===== src/rtl/seg7_pkg.sv =====
// Shared definitions for the 7-segment display bus: segment patterns for each
// hex digit and the capture FSM state type.
package seg7_pkg;

    localparam logic [6:0] SEG_0 = 7'h3F;
    localparam logic [6:0] SEG_1 = 7'h06;
    localparam logic [6:0] SEG_2 = 7'h5B;
    localparam logic [6:0] SEG_3 = 7'h4F;
    localparam logic [6:0] SEG_4 = 7'h66;
    localparam logic [6:0] SEG_5 = 7'h6D;
    localparam logic [6:0] SEG_6 = 7'h7D;
    localparam logic [6:0] SEG_7 = 7'h07;
    localparam logic [6:0] SEG_8 = 7'h7F;
    localparam logic [6:0] SEG_9 = 7'h6F;
    localparam logic [6:0] SEG_A = 7'h77;
    localparam logic [6:0] SEG_B = 7'h7C;
    localparam logic [6:0] SEG_C = 7'h39;
    localparam logic [6:0] SEG_D = 7'h5E;
    localparam logic [6:0] SEG_E = 7'h79;
    localparam logic [6:0] SEG_F = 7'h71;

    typedef enum logic [1:0] {
        S_SYNC,
        S_SETTLE,
        S_HOLD
    } state_e;

endpackage


===== src/rtl/seg7_capture_if.sv =====
// Display-bus side of the capture block: scanned digit/segment lines in,
// committed frame and status pulses out.
interface seg7_capture_if #(
    parameter int NUM_DIG = 4
);
    logic [NUM_DIG-1:0]   an_i;
    logic [6:0]           seg_i;
    logic [4*NUM_DIG-1:0] digits_o;
    logic                 frame_valid_o;
    logic                 err_o;
    logic                 seq_err_o;

    modport master (
        output an_i, seg_i,
        input  digits_o, frame_valid_o, err_o, seq_err_o
    );

    modport slave (
        input  an_i, seg_i,
        output digits_o, frame_valid_o, err_o, seq_err_o
    );
endinterface


===== src/rtl/seg7_enc.sv =====
// Reverse segment mapping: 7-bit pattern to hex value, valid low for any
// pattern outside the 16-entry table (including blank).
module seg7_enc
    import seg7_pkg::*;
(
    input  logic [6:0] seg_i,
    output logic       valid_o,
    output logic [3:0] val_o
);

    always_comb begin
        // NOTE: defaults first so every path assigns both outputs; no latch is inferred.
        valid_o = 1'b1;
        val_o   = 4'h0;
        case (seg_i)
            SEG_0:   val_o = 4'h0;
            SEG_1:   val_o = 4'h1;
            SEG_2:   val_o = 4'h2;
            SEG_3:   val_o = 4'h3;
            SEG_4:   val_o = 4'h4;
            SEG_5:   val_o = 4'h5;
            SEG_6:   val_o = 4'h6;
            SEG_7:   val_o = 4'h7;
            SEG_8:   val_o = 4'h8;
            SEG_9:   val_o = 4'h9;
            SEG_A:   val_o = 4'hA;
            SEG_B:   val_o = 4'hB;
            SEG_C:   val_o = 4'hC;
            SEG_D:   val_o = 4'hD;
            SEG_E:   val_o = 4'hE;
            SEG_F:   val_o = 4'hF;
            default: valid_o = 1'b0;
        endcase
    end

endmodule


===== src/rtl/seg7_capture.sv =====
// Monitors a time-multiplexed 7-segment bus, accepts each digit once it has
// been stable long enough, and publishes the decoded frame with a valid pulse.
module seg7_capture
    import seg7_pkg::*;
#(
    parameter int NUM_DIG    = 4,
    parameter int STABLE_CYC = 4
) (
    input  logic           clk,
    input  logic           rst_n,
    seg7_capture_if.slave  bus
);

    localparam int IDX_W = $clog2(NUM_DIG);
    localparam int CNT_W = $clog2(STABLE_CYC);
    localparam logic [IDX_W-1:0] IDX_LAST = IDX_W'(NUM_DIG - 1);
    localparam logic [CNT_W-1:0] CNT_LAST = CNT_W'(STABLE_CYC - 1);
    localparam logic [CNT_W-1:0] CNT_MAX  = '1;

    state_e               state_q, state_d;
    logic [NUM_DIG-1:0]   an_q, an_d;
    logic [6:0]           seg_q, seg_d;
    logic [IDX_W-1:0]     idx_q, idx_d;
    logic [CNT_W-1:0]     cnt_q, cnt_d;
    logic [4*NUM_DIG-1:0] shadow_q, shadow_d;
    logic [NUM_DIG-1:0]   bad_q, bad_d;
    logic [4*NUM_DIG-1:0] digits_q, digits_d;
    logic                 err_q, err_d;
    logic                 fv_q, fv_d;
    logic                 seq_err_q, seq_err_d;

    logic                 enc_valid;
    logic [3:0]           enc_val;
    logic [IDX_W-1:0]     idx_nxt;
    logic [NUM_DIG-1:0]   sel_bit, next_bit;
    logic                 eq, an_zero;

    seg7_enc u_enc (
        .seg_i   (bus.seg_i),
        .valid_o (enc_valid),
        .val_o   (enc_val)
    );

    assign idx_nxt  = (idx_q == IDX_LAST) ? '0 : idx_q + 1'b1;
    assign sel_bit  = NUM_DIG'(1) << idx_q;
    assign next_bit = NUM_DIG'(1) << idx_nxt;
    assign eq       = (bus.an_i == an_q) && (bus.seg_i == seg_q);
    assign an_zero  = (bus.an_i == '0);

    always_comb begin
        an_d      = bus.an_i;
        seg_d     = bus.seg_i;
        state_d   = state_q;
        idx_d     = idx_q;
        cnt_d     = cnt_q;
        shadow_d  = shadow_q;
        bad_d     = bad_q;
        digits_d  = digits_q;
        err_d     = err_q;
        fv_d      = 1'b0;
        seq_err_d = 1'b0;

        case (state_q)
            S_SYNC: begin
                if (bus.an_i == NUM_DIG'(1)) begin
                    idx_d   = '0;
                    cnt_d   = '0;
                    state_d = S_SETTLE;
                end
            end

            S_SETTLE: begin
                if (bus.an_i == sel_bit) begin
                    if (!eq) begin
                        cnt_d = '0;
                    end else if (cnt_q == CNT_LAST) begin
                        shadow_d[4*idx_q +: 4] = enc_val;
                        bad_d[idx_q]           = ~enc_valid;
                        state_d                = S_HOLD;
                        // The last digit commits together with the rest of the shadow frame.
                        if (idx_q == IDX_LAST) begin
                            digits_d = shadow_d;
                            err_d    = |bad_d;
                            fv_d     = 1'b1;
                        end
                    end else if (cnt_q != CNT_MAX) begin
                        cnt_d = cnt_q + 1'b1;
                    end
                end else if (an_zero) begin
                    cnt_d = '0;
                end else begin
                    seq_err_d = 1'b1;
                    shadow_d  = '0;
                    bad_d     = '0;
                    state_d   = S_SYNC;
                end
            end

            S_HOLD: begin
                if (!(bus.an_i == sel_bit || an_zero)) begin
                    if (bus.an_i == next_bit) begin
                        idx_d   = idx_nxt;
                        cnt_d   = '0;
                        state_d = S_SETTLE;
                    end else begin
                        seq_err_d = 1'b1;
                        shadow_d  = '0;
                        bad_d     = '0;
                        state_d   = S_SYNC;
                    end
                end
            end

            default: state_d = S_SYNC;
        endcase
    end

    // NOTE: the shadow frame is a handful of flops, so it is cleared on reset and a
    // partial frame can never leak into a later commit.
    always_ff @(posedge clk or negedge rst_n) begin
        if (!rst_n) begin
            state_q   <= S_SYNC;
            an_q      <= '0;
            seg_q     <= '0;
            idx_q     <= '0;
            cnt_q     <= '0;
            shadow_q  <= '0;
            bad_q     <= '0;
            digits_q  <= '0;
            err_q     <= 1'b0;
            fv_q      <= 1'b0;
            seq_err_q <= 1'b0;
        end else begin
            // NOTE: non-blocking so every flop samples the pre-edge value of the others.
            state_q   <= state_d;
            an_q      <= an_d;
            seg_q     <= seg_d;
            idx_q     <= idx_d;
            cnt_q     <= cnt_d;
            shadow_q  <= shadow_d;
            bad_q     <= bad_d;
            digits_q  <= digits_d;
            err_q     <= err_d;
            fv_q      <= fv_d;
            seq_err_q <= seq_err_d;
        end
    end

    assign bus.digits_o      = digits_q;
    assign bus.frame_valid_o = fv_q;
    assign bus.err_o         = err_q;
    assign bus.seq_err_o     = seq_err_q;

endmodule

===== src/flat_wrapper.sv =====
// flat-port wrapper written by rule: the top's interface ports become plain ports
module seg7_capture_flat import seg7_pkg::*;
#(
    parameter int NUM_DIG    = 4,
    parameter int STABLE_CYC = 4
)
  (clk, rst_n, bus_an_i, bus_seg_i, bus_digits_o, bus_frame_valid_o, bus_err_o, bus_seq_err_o);
  seg7_capture_if #(.NUM_DIG(NUM_DIG)) bus_i ();
  input  logic clk;
  input  logic rst_n;
  input wire logic [$bits(bus_i.an_i)-1:0] bus_an_i;
  input wire logic [$bits(bus_i.seg_i)-1:0] bus_seg_i;
  output wire logic [$bits(bus_i.digits_o)-1:0] bus_digits_o;
  output wire logic [$bits(bus_i.frame_valid_o)-1:0] bus_frame_valid_o;
  output wire logic [$bits(bus_i.err_o)-1:0] bus_err_o;
  output wire logic [$bits(bus_i.seq_err_o)-1:0] bus_seq_err_o;
  assign bus_i.an_i = bus_an_i;
  assign bus_i.seg_i = bus_seg_i;
  assign bus_digits_o = bus_i.digits_o;
  assign bus_frame_valid_o = bus_i.frame_valid_o;
  assign bus_err_o = bus_i.err_o;
  assign bus_seq_err_o = bus_i.seq_err_o;
  seg7_capture #(.NUM_DIG(NUM_DIG), .STABLE_CYC(STABLE_CYC)) u_core (.clk(clk), .rst_n(rst_n), .bus(bus_i));
endmodule

===== config.mk =====
export PLATFORM = sky130hd
export DESIGN_NAME = seg7_capture_flat
export DESIGN_NICKNAME = d
export VERILOG_FILES = /design/src/rtl/seg7_pkg.sv /design/src/rtl/seg7_capture_if.sv /design/src/rtl/seg7_enc.sv /design/src/rtl/seg7_capture.sv /design/src/flat_wrapper.sv
export SDC_FILE = /design/constraint.sdc
export NUM_CORES = 1
export LEC_CHECK = 0
export BUFFER_PORTS_ARGS = -buffer_cell sky130_fd_sc_hd__buf_2
export CAP_MARGIN = 10
export CORE_MARGIN = 4
export CORE_UTILIZATION = 55
export DETAILED_ROUTE_END_ITERATION = 10
export GPL_TIMING_DRIVEN = 1
export PLACE_DENSITY = 0.84
export SLEW_MARGIN = 20
export SYNTH_ARGS = -nofsm -noshare
export SYNTH_HDL_FRONTEND = slang
export SYNTH_SLANG_ARGS = --single-unit

===== constraint.sdc =====
create_clock -name clk -period 3.19 [get_ports clk]
set_input_delay 0.957 -clock clk [delete_from_list [all_inputs] [get_ports clk]]
set_output_delay 0.957 -clock clk [all_outputs]
set_load 0.03 [all_outputs]

==> impl_metrics.py <==
metrics = {
    "detailed_routing": {
        "drt-total-wl_um": 6970,
        "drt-pass1-iter-count": 5,
        "drc_errors": 0,
        "ant_nets": 0,
        "drtIter0Drc": 279,
        "viasPerCell": 6.10,
        "vias": 2525,
        "routedWlPerCell_um": 16.8,
    },
    "placed_design": {
        "globalplace.congestion": 0.855,
        "port-buffer-count": 31,
        "dp_cells": 406,
        "dp_hpwl_um": 5110,
        "placed_area_um2": 3480,
    },
    "synthesis": {
        "ys.flop_type": "dfrtp_1",
        "syn_area_um2": 3230,
        "yosys-top-cells-area": "dfrtp_1 (43%), ha_1 (5.0%), xor2_1 (4.3%)",
        "ys_top_cells_by_count": "dfrtp_1 (55), inv_1 (27), o22ai_1 (19)",
        "synth.distinct_cells": 60,
        "synth_seq_cells": 55,
        "synth_area_leader_cell": "dfrtp_1",
        "synth-edff-count": 0,
        "synth_fp_nets": 337,
        "synth_top_area_share": 0.426,
        "yosysMostFrequentCell": "dfrtp_1",
        "yosysSeqAreaShare": 0.426,
        "synthArstFlopShare": 1.00,
        "yosys_warnings": 0,
        "synth_cells": 311,
        "syn_avg_cell_area_um2": 10.4,
    },
    "timing": {
        "rsz0062_at_grt": "no",
        "tightest_slew_ns": 0.425,
        "relSlewSlack": 0.717,
        "post-route-period-util": 0.853,
        "period_minus_slack_ns": 2.72,
        "clock_skew_ns": 0.0132,
        "tns_ns": 0,
        "fin_hold_ws_ns": 0.503,
        "finalSetupViolations": 0,
        "hold_viol": 0,
        "slew_viol_final": 0,
        "fmax_mhz": 368,
    },
    "global_routing": {
        "antenna_found_initial": 0,
        "grt_overflow": 0,
        "grt_pass1_wl_um": 11600,
        "grt_usage": 0.203,
        "grt_pass1_vias": 2423,
        "grt_max_degree": 20,
    },
    "clock_network": {
        "post-cts-setup-buffers": 0,
        "cts_buffer_depth": 2,
        "cts.sinks": 55,
        "cts_tree": "yes",
        "cts_max_level": 2,
        "cts_buffers": 5,
        "cts_repair_resize_count": 0,
        "cts.clk_slew.worst_paths_ns": 0.11,
        "cts_hold_buf": 0,
        "clockRootBuffer": "clkbuf_8",
        "clk_latency_ns": 0.33,
    },
    "power": {
        "p_leak_nw": 1.65,
        "vdd_drop_max_uv": 264,
        "power_mw": 1.51,
        "pwr_density_cell_nw_per_um2": 422,
    },
    "layout": {
        "final_cell_area_um2": 3570,
        "num_antenna_cells": 0,
        "nets": 367,
        "syn2layout_area_growth_pct": 10.5,
        "drive_gt1_frac": 0.216,
        "final_cells": 414,
    },
    "worst_setup_path": {
        "worstPathMaxFanout": 8,
        "startpoint_type": "register",
        "arrival_ns": 2.99,
        "critical_path_class": "reg -> reg",
        "crit_path_end_kind": "register",
        "worstPathRequired_ns": 3.46,
    },
    "min_path": {
        "holdCritPathClass": "reg -> reg",
    },
    "floorplan": {
        "dieArea_um2": 7170,
        "coreArea_um2": 5610,
        "num_rows": 27,
        "die_width_um": 84.7,
        "start_util": 0.577,
        "io_pins": 32,
        "die_y_um": 84.7,
    },
    "job": {
        "drv_cap": 0,
    },
    "outcome": {
        "status": "completed",
    },
}
==> logic make-up after synthesis <==
logic type | after synthesis | synth area share
buf+inv | 45 | 0.0550
xor+xnor | 21 | 0.0569
fa+ha+maj | 13 | 0.0503
flops | 55 | 0.426
simple gates | 72 | 0.141
mux | 21 | 0.0828
compound gates | 84 | 0.188
==> power breakdown <==
part / total [mW] / internal (mW) / leakage [nW] / switching, mW
logic: 0.371 / 0.133 / 0.857 / 0.238
clock network: 0.409 / 0.163 / 0.0467 / 0.247
registers: 0.729 / 0.717 / 0.742 / 0.0118
total: 1.51 / 1.01 / 1.65 / 0.497
==> final cells by class <==
type                    instances  area [um^2]
repair buffers                 41          230
multi-input cells             211         1680
inverters                      27          101
fillers                       472         2030
clock inverters                 3         27.5
flip-flops and latches         55         1380
clock buffers                   5         68.8
well taps                      72         90.1
==> routing by layer <==
layer	global-route usage	part of all wire	wire, um	vias to the layer above
met5	0	0	0	-
met3	0.0402	0.047	329	11
met4	0.0662	0.018	123	0
met1	0.278	0.45	3160	1239
li1	-	-	-	1207
met2	0.324	0.48	3360	68
==> final timing paths <==
check	slack (ns)	cells past startpoint	start	end
max in group asynchronous	2.03	2	rst_n	u_core.seg_q[4]
min in group asynchronous	0.54	1	rst_n	u_core.bus.digits_o[11]
worst max-delay path	0.47	8	u_core.idx_q[0]	u_core.shadow_q[0]
worst min-delay path	0.50	1	u_core.shadow_q[5]	u_core.shadow_q[5]
worst max register to register	0.47	8	u_core.idx_q[0]	u_core.shadow_q[0]
worst min register to register	0.50	1	u_core.shadow_q[5]	u_core.shadow_q[5]
==> per-stage QoR <==
| step | utilization | setup WS [ns] |
|---|---|---|
| floorplan | - | 0.499 |
| global placement | 0.620 | 0.323 |
| detailed placement | 0.620 | 0.254 |
| CTS | 0.637 | 0.513 |
| global route | 0.637 | 0.317 |
| finish | 0.637 | 0.469 |
==> cells in the final DEF, fill, tap and decap left out, types with 4 or more instances in the layout <==
cell       instances
o21bai_1           4
o22ai_1           19
buf_4             10
a22o_1            14
nand2b_1           4
mux2_2            10
nor2b_1            5
nor4_1             4
xor2_1            16
a21oi_1            8
clkbuf_8           5
xnor2_1            5
nand3_1            7
mux2_4             9
buf_2             31
o2bb2ai_1          4
dfrtp_1           55
ha_1              13
nand2_1            9
inv_1             27
nand4_1            5
o21ai_0           12
nor2_1            12
==> critical path, stage by stage, from the launching register on <==
cell	delay, ns
dfrtp_1	0.39
inv_1	0.22
ha_1	0.33
xor2_1	0.15
o41a_1	0.51
nand2b_1	0.23
o221ai_2	0.36
o21bai_1	0.26
a22o_1	0.20
==> state kept, by name (all words and copies together) (netlist names) <==
signal and flops:
u_core.an_q 4, u_core.bus.seq_err_o 1, u_core.cnt_q 2, u_core.bus.frame_valid_o 1, u_core.state_q 2, u_core.bad_q 3
u_core.idx_q 2, u_core.bus.digits_o 16, u_core.bus.err_o 1, u_core.seg_q 7, u_core.shadow_q 16
Power figures use the tool's default switching activity.
